### src/rtl/demod_cal_ctrl.sv
// Offset calibration controller for the demodulator: mutes the signal path, lets it
// settle, averages 2**LOG2_N mixer samples per channel and writes the means as offsets.
`timescale 1ns/1ps
module demod_cal_ctrl #(
    parameter int SETTLE_CYC  = 1024,
    parameter int LOG2_N      = 10,
    parameter int TIMEOUT_CYC = 4096
) (
    input  logic               clk_100,
    input  logic               reset,
    input  logic               start,
    input  logic               abort,
    input  logic signed [15:0] mix_sin,
    input  logic signed [15:0] mix_cos,
    input  logic               mix_valid,
    input  logic               shift_wr,
    input  logic signed [15:0] shift_wsin,
    input  logic signed [15:0] shift_wcos,
    output logic               cal_mute,
    output logic signed [15:0] shiftsin,
    output logic signed [15:0] shiftcos,
    output logic               busy,
    output logic               done,
    output logic               err
);

    localparam int AW = 16 + LOG2_N;
    localparam int SW = (SETTLE_CYC > 1) ? $clog2(SETTLE_CYC) : 1;
    localparam int TW = (TIMEOUT_CYC > 1) ? $clog2(TIMEOUT_CYC) : 1;

    typedef enum logic [1:0] {ST_IDLE, ST_SETTLE, ST_ACCUM, ST_APPLY} state_e;

    state_e                   state_q, state_d;
    logic [SW-1:0]            settle_cnt_q, settle_cnt_d;
    logic [LOG2_N-1:0]        samp_cnt_q, samp_cnt_d;
    logic [TW-1:0]            idle_cnt_q, idle_cnt_d;
    logic signed [AW-1:0]     acc_sin_q, acc_sin_d;
    logic signed [AW-1:0]     acc_cos_q, acc_cos_d;
    logic signed [15:0]       shiftsin_q, shiftsin_d;
    logic signed [15:0]       shiftcos_q, shiftcos_d;
    logic                     cal_mute_q, cal_mute_d;
    logic                     busy_q, busy_d;
    logic                     done_q, done_d;
    logic                     err_q, err_d;

    always_comb begin
        // NOTE: every _d gets a default before the case so no path can infer a latch.
        state_d      = state_q;
        settle_cnt_d = settle_cnt_q;
        samp_cnt_d   = samp_cnt_q;
        idle_cnt_d   = idle_cnt_q;
        acc_sin_d    = acc_sin_q;
        acc_cos_d    = acc_cos_q;
        shiftsin_d   = shiftsin_q;
        shiftcos_d   = shiftcos_q;
        done_d       = 1'b0;
        err_d        = 1'b0;

        case (state_q)
            ST_IDLE: begin
                if (shift_wr) begin
                    shiftsin_d = shift_wsin;
                    shiftcos_d = shift_wcos;
                end
                if (start && !abort) begin
                    state_d      = ST_SETTLE;
                    settle_cnt_d = '0;
                    samp_cnt_d   = '0;
                    idle_cnt_d   = '0;
                    acc_sin_d    = '0;
                    acc_cos_d    = '0;
                end
            end
            ST_SETTLE: begin
                if (settle_cnt_q == SW'(SETTLE_CYC - 1)) state_d = ST_ACCUM;
                else settle_cnt_d = settle_cnt_q + 1'b1;
            end
            ST_ACCUM: begin
                if (mix_valid) begin
                    acc_sin_d  = acc_sin_q + $signed({{LOG2_N{mix_sin[15]}}, mix_sin});
                    acc_cos_d  = acc_cos_q + $signed({{LOG2_N{mix_cos[15]}}, mix_cos});
                    idle_cnt_d = '0;
                    if (samp_cnt_q == '1) state_d = ST_APPLY;
                    else samp_cnt_d = samp_cnt_q + 1'b1;
                end else if (idle_cnt_q == TW'(TIMEOUT_CYC - 1)) begin
                    state_d = ST_IDLE;
                    err_d   = 1'b1;
                end else begin
                    idle_cnt_d = idle_cnt_q + 1'b1;
                end
            end
            ST_APPLY: begin
                // Taking bits above LOG2_N is the arithmetic shift: floor of the mean.
                shiftsin_d = acc_sin_q[LOG2_N +: 16];
                shiftcos_d = acc_cos_q[LOG2_N +: 16];
                done_d     = 1'b1;
                state_d    = ST_IDLE;
            end
            default: state_d = ST_IDLE;
        endcase

        // Abort wins over everything, including the offset update in APPLY.
        if (abort && state_q != ST_IDLE) begin
            state_d    = ST_IDLE;
            shiftsin_d = shiftsin_q;
            shiftcos_d = shiftcos_q;
            done_d     = 1'b0;
            err_d      = 1'b0;
        end

        busy_d     = (state_d != ST_IDLE);
        cal_mute_d = (state_d == ST_SETTLE) || (state_d == ST_ACCUM);
    end

    // NOTE: sequential state uses non-blocking assignments only; all logic lives above.
    always_ff @(posedge clk_100 or posedge reset) begin
        if (reset) begin
            state_q      <= ST_IDLE;
            settle_cnt_q <= '0;
            samp_cnt_q   <= '0;
            idle_cnt_q   <= '0;
            acc_sin_q    <= '0;
            acc_cos_q    <= '0;
            shiftsin_q   <= '0;
            shiftcos_q   <= '0;
            cal_mute_q   <= 1'b0;
            busy_q       <= 1'b0;
            done_q       <= 1'b0;
            err_q        <= 1'b0;
        end else begin
            state_q      <= state_d;
            settle_cnt_q <= settle_cnt_d;
            samp_cnt_q   <= samp_cnt_d;
            idle_cnt_q   <= idle_cnt_d;
            acc_sin_q    <= acc_sin_d;
            acc_cos_q    <= acc_cos_d;
            shiftsin_q   <= shiftsin_d;
            shiftcos_q   <= shiftcos_d;
            cal_mute_q   <= cal_mute_d;
            busy_q       <= busy_d;
            done_q       <= done_d;
            err_q        <= err_d;
        end
    end

    assign cal_mute = cal_mute_q;
    assign shiftsin = shiftsin_q;
    assign shiftcos = shiftcos_q;
    assign busy     = busy_q;
    assign done     = done_q;
    assign err      = err_q;

endmodule

### config.mk
export PLATFORM = sky130hd
export DESIGN_NAME = demod_cal_ctrl
export DESIGN_NICKNAME = d
export VERILOG_FILES = /design/src/rtl/demod_cal_ctrl.sv
export SDC_FILE = /design/constraint.sdc
export NUM_CORES = 1
export LEC_CHECK = 0
export ABC_AREA = 0
export BUFFER_PORTS_ARGS = -buffer_cell sky130_fd_sc_hd__buf_2
export CORE_ASPECT_RATIO = 0.9
export CORE_MARGIN = 8
export CORE_UTILIZATION = 40
export CTS_BUF_LIST = sky130_fd_sc_hd__clkbuf_4 sky130_fd_sc_hd__clkbuf_8
export DETAILED_ROUTE_END_ITERATION = 7
export PLACE_DENSITY = 0.67
export SYNTH_ARGS = -nofsm -noshare
export SYNTH_HDL_FRONTEND = slang
export SYNTH_SLANG_ARGS = --single-unit
export TNS_END_PERCENT = 1
### constraint.sdc
create_clock -name clk_100 -period 3.3 [get_ports clk_100]
set_input_delay 0.165 -clock clk_100 [delete_from_list [all_inputs] [get_ports clk_100]]
set_output_delay 0.165 -clock clk_100 [all_outputs]
set_load 0.1 [all_outputs]
Word-level counts from Yosys, hierarchy flattened
Index checks and enable logic that the tools add are counted.

cells by class
  multiplexer cells = 32
  equality and inequality tests = 14
  bitwise gates (word level) = 1
  reduce and logical (&&, ||, !) cells = 15
  add/sub/neg operators = 5

operators with widths
  operator                                                               count
  26-bit one-hot mux with 2 select lines                                 2
  26-bit 2-to-1 mux                                                      3
  16-bit one-hot mux with 2 select lines                                 2
  26-bit by 16-bit adder with 26-bit output                              2
  10-bit 2-to-1 mux                                                      4
  10-bit one-hot mux with 2 select lines                                 2
  12-bit 2-to-1 mux                                                      3
  16-bit 2-to-1 mux                                                      2
  12-bit one-hot mux with 2 select lines                                 1
  10-bit by 1-bit adder with 10-bit output, second input constant        2
  10-bit equality test, second input constant                            2
  12-bit by 1-bit adder with 12-bit output, second input constant        1
  12-bit equality test, second input constant                            1
  2-bit 2-to-1 mux                                                       6
  3-bit AND reduction                                                    4
  2-bit != test, second input constant                                   5
  2-bit nonzero test                                                     5
  2-bit one-hot mux with 4 select lines                                  1
  2-bit equality test, second input constant                             3
  1-bit 2-to-1 mux                                                       6
  2-bit by 1-bit equality test with 1-bit output, second input constant  2
  4-bit AND reduction                                                    1
  3-bit != test, second input constant                                   1
  1-bit logical AND                                                      2
  other kinds (4)                                                        4

storage, ports and cells
  output and inout bits = 36
  bits in registers = 122

Logic depth before layout (Yosys ltp)
  depth in word-level cells = 7
  mapped depth = 12
  mapped depth without buffers = 12

Worst setup path before layout
No wires, ideal clock.

  path type = flip-flop to flip-flop
  from = reg acc_cos_q[1]
  to = reg acc_cos_q[25]
  setup slack = 851 ps
  clock period less this slack = 2449 ps
  library setup time = 124 ps
  arrival = 2325 ps
  required time = 3176 ps
  stages on the path, launching flop included = 11
  path through = dfrtp_1 > ha_1 > a211oi_1 > o21ai_1 > a21oi_2 > o21ai_2 > a31oi_1 > o21ai_1 > xnor2_1 > and3_1 > a211o_1

between the ends
  word-level cells in the longest chain between the ends = 3

ends and longest elaborated chain
  what                                       RTL line  text
  start, declared                            38        logic signed [AW-1:0] acc_cos_q, acc_cos_d;
  start signal, assigned                     136       acc_cos_q <= acc_cos_d;
  26-bit by 16-bit adder with 26-bit output  81        acc_cos_d = acc_cos_q + $signed({{LOG2_N{mix_cos[15]}}, mix_cos});
  26-bit 2-to-1 mux                          79        if (mix_valid) begin
  26-bit one-hot mux with 2 select lines     59        case (state_q)

No other way between the ends. The select of a mux whose other input is x is not followed.
A chain may end at the register's enable or synchronous reset.

Worst setup path in the final report
  from = reg acc_sin_q[0]
  to = reg acc_sin_q[24]

between the ends
  word-level cells in the longest chain between the ends = 3

ends and longest elaborated chain
  what                                       RTL line  text
  start, declared                            37        logic signed [AW-1:0] acc_sin_q, acc_sin_d;
  start signal, assigned                     135       acc_sin_q <= acc_sin_d;
  26-bit by 16-bit adder with 26-bit output  80        acc_sin_d = acc_sin_q + $signed({{LOG2_N{mix_sin[15]}}, mix_sin});
  26-bit 2-to-1 mux                          79
  26-bit one-hot mux with 2 select lines     59

No other way between the ends. The select of a mux whose other input is x is not followed.

==> reports/qor.csv <==
metric,value,unit
grt_pass1_wl,31.1,mm
worst_setup_path_end_kind,register,
skew,0.0123,ns
synth.area.top_cells,"dfrtp_1, ha_1, a21oi_1, nand2_1, mux2i_1",
clk_path_buf_depth,2,
cts_setup_buffers,0,
leakagePower,4.13,nW
p_seq_frac,0.329,
switching_share,0.496,
gp_congestion,0.823,
path_max_fanout,3,
worst_slack,0.530,ns
synth_area,0.00768,mm²
pwr-share-clk,0.223,
htreeDepth,4,
min_period,2.77,ns
die_area,0.0239,mm²
critical_path_required,3.62,ns
synth_area_per_cell,9.04,µm²
routed_wl,18.4,mm
power_switching,2.81,mW
layout-drive-gt1-share,0.171,
internal-power,2.86,mW
clk-insertion-delay-late,0.44,ns
crit_type,register to register,
syn_nets,979,
syn2layout_area_growth,15.9,%
layout_commonest_cell,dfrtp_1,
slew_viol_final,0,
ys_ff_latch,122,
crit_path_top_delay_cell,fa_1,
ys_warn_count,0,
worst-path-buf-inv,1,
layout_common_cells,"dfrtp_1, buf_2, nand2_1",
clkSlewWorstSetupHoldPaths,0.07,ns
dpl.hpwl,13.4,mm
finalCritPeriodShare,0.839,
cp_top_family,compound AO/OA/AOI/OAI gates,
cpPeakStageDelay,0.37,ns
vias_per_cell,5.26,
fin_util,0.469,
start_kind,register,
root_buffer,clkbuf_8,
pwr-share-comb,0.449,
dp.cells,1186,
numCtsBuffers,17,
die-height,147,µm
num_rows,48,
grt-ovfl-total,0,
max_cap_viol_count,0,
antenna_cells,0,
cts.sinks,122,
fmax,0.361,GHz
drc,0,
worst_pin_slew,0.717,ns
path_cells,ha_1 > inv_1 > fa_1 > nor2b_1 > o2111ai_1 > a31o_1 > a41oi_2 > nand4_1 > o21ai_1 > a31oi_1 > xnor2_1 > o21ai_1,
setup_tns,0,ns
maxSlewHeadroom,0.522,
vdd_drop_max,0.592,mV
synth_top_cell_by_area,dfrtp_1,
finalHoldViolations,0,
grt_pass1_vias,6302,
ys.flop_type,dfrtp_1,
setup_viol,0,
ioPinCount,106,
grt_max_degree,83,
synth_seq_area_share,0.398,
vias,6402,
drtIter0Drc,407,
yosysTopAreaCellShare,0.398,
core_area,0.0190,mm²
wl_per_cell,15.1,µm
nFillCells,1891,
antenna_found_initial,1,
start_util,0.405,
grt_setup_unrepaired,false,
syn-instance-count,849,
die_w,162,µm
cts_tree,built,
cp.arrival,3.09,ns
power_density,637,mW/mm²
drt-pass1-iter-count,5,
final_cell_count_no_fill,1218,
postRouteAntennaNets,0,
yosysUniqueCellTypes,61,
crit_top_cell,o21ai_1,
dp_slack,0.547,ns
async_flop_share,1.00,
synth-edff-count,0,
track_usage,0.159,
min_path_type,input port to register,
io_buffers,105,
finalNetCount,1087,
status,completed,
[final timing paths]
| path | start | end | slack [ns] | depth (start not counted) |
|---|---|---|---|---|
| setup / recovery | acc_sin_q[0] | acc_sin_q[24] | 0.53 | 12 |
| hold / removal | shift_wcos[5] | shiftcos[5] | 0.02 | 3 |
| setup reg to reg | acc_sin_q[0] | acc_sin_q[24] | 0.53 | 12 |
| hold reg to reg | acc_cos_q[0] | acc_cos_q[0] | 0.48 | 2 |
| max in group asynchronous | reset | acc_cos_q[7] | 2.46 | 4 |
| min in group asynchronous | reset | shiftsin[13] | 0.41 | 4 |
[registers in the layout, summed over array words and instances (netlist names)]
register,cells
done,1
idle_cnt_q,12
samp_cnt_q,10
cal_mute,1
acc_sin_q,26
state_q,2
acc_cos_q,26
settle_cnt_q,10
busy,1
err,1
shiftcos,16
shiftsin,16
[routing by layer]
metal / routed length (µm) / global-route usage
met1: 9020 / 0.209
met2: 8220 / 0.249
met3: 973 / 0.0448
met4: 228 / 0.0449
met5: 13 / 0
[per-stage QoR]
stage	power (mW)	cell area [µm²]	hold WS [ns]
floorplan	3.98	7680	0.344
global placement	4.41	8520	0.341
detailed placement	4.45	8520	0.348
CTS	5.73	8900	0.000196
global route	5.95	8900	0.0166
finish	5.67	8900	0.0219
[power groups by stage]
stage	clock [mW]	sequential, mW	combinational, mW
3_5_place_dp	0	1.88	2.57
5_1_grt	1.36	1.90	2.70
3_3_place_gp	0	1.88	2.54
6_report	1.26	1.86	2.54
2_1_floorplan	0	3.35	0.627
4_1_cts	1.30	1.86	2.57
[Yosys cell counts, types with 4 or more instances]
library cell  count
ha_1             58
nor3_1            9
nand2_1          91
a31oi_1          10
mux2i_1          33
clkbuf_1         27
nand3_1          20
nor2_1           76
o21ai_0          32
a21oi_1          85
and3_1            5
a21o_1           27
o21ai_1          47
xnor2_1          22
o31ai_1           9
a22o_1            5
o21a_1            7
nand2b_1          6
a211oi_1          4
o41ai_1           4
xor2_1           34
o211ai_1          4
or3_1             8
dfrtp_1         122
nor2b_1          10
nand4_1          18
inv_1            25
[worst register-to-register path, cell delays in order (launching register included)]
cell and delay (ns):
dfrtp_1 0.34, ha_1 0.20, inv_1 0.07, fa_1 0.37, nor2b_1 0.22, o2111ai_1 0.17
a31o_1 0.24, a41oi_2 0.26, nand4_1 0.17, o21ai_1 0.24, a31oi_1 0.13, xnor2_1 0.17
o21ai_1 0.08
[logic make-up (layout without fill, tap and decap cells)]
kind of cell,after synthesis,in the layout,share of synthesized area
fa+ha+maj,60,60,0.0997
compound gates,262,262,0.211
flops,122,122,0.398
xor+xnor,56,56,0.0639
buf+inv,55,174,0.0269
simple gates,259,259,0.155
mux,35,35,0.0460
[area by class of cell]
type                       instances  area (µm²)  share of cell area
inverter                          26         101              0.0114
sequential                       122        3050               0.343
timing repair buffer             118         641              0.0720
clock inverter                     3        40.0             0.00450
clock buffer                      27         322              0.0361
multi-input combinational        672        4430               0.498
tap                              250         313              0.0351
[what timing repair did]
action                    in CTS  in global routing
hold buffers                   2                  0
hold endpoints to repair     123                  0
resized for setup              0                  0
Note: power is estimated with default switching activity, not from simulation.
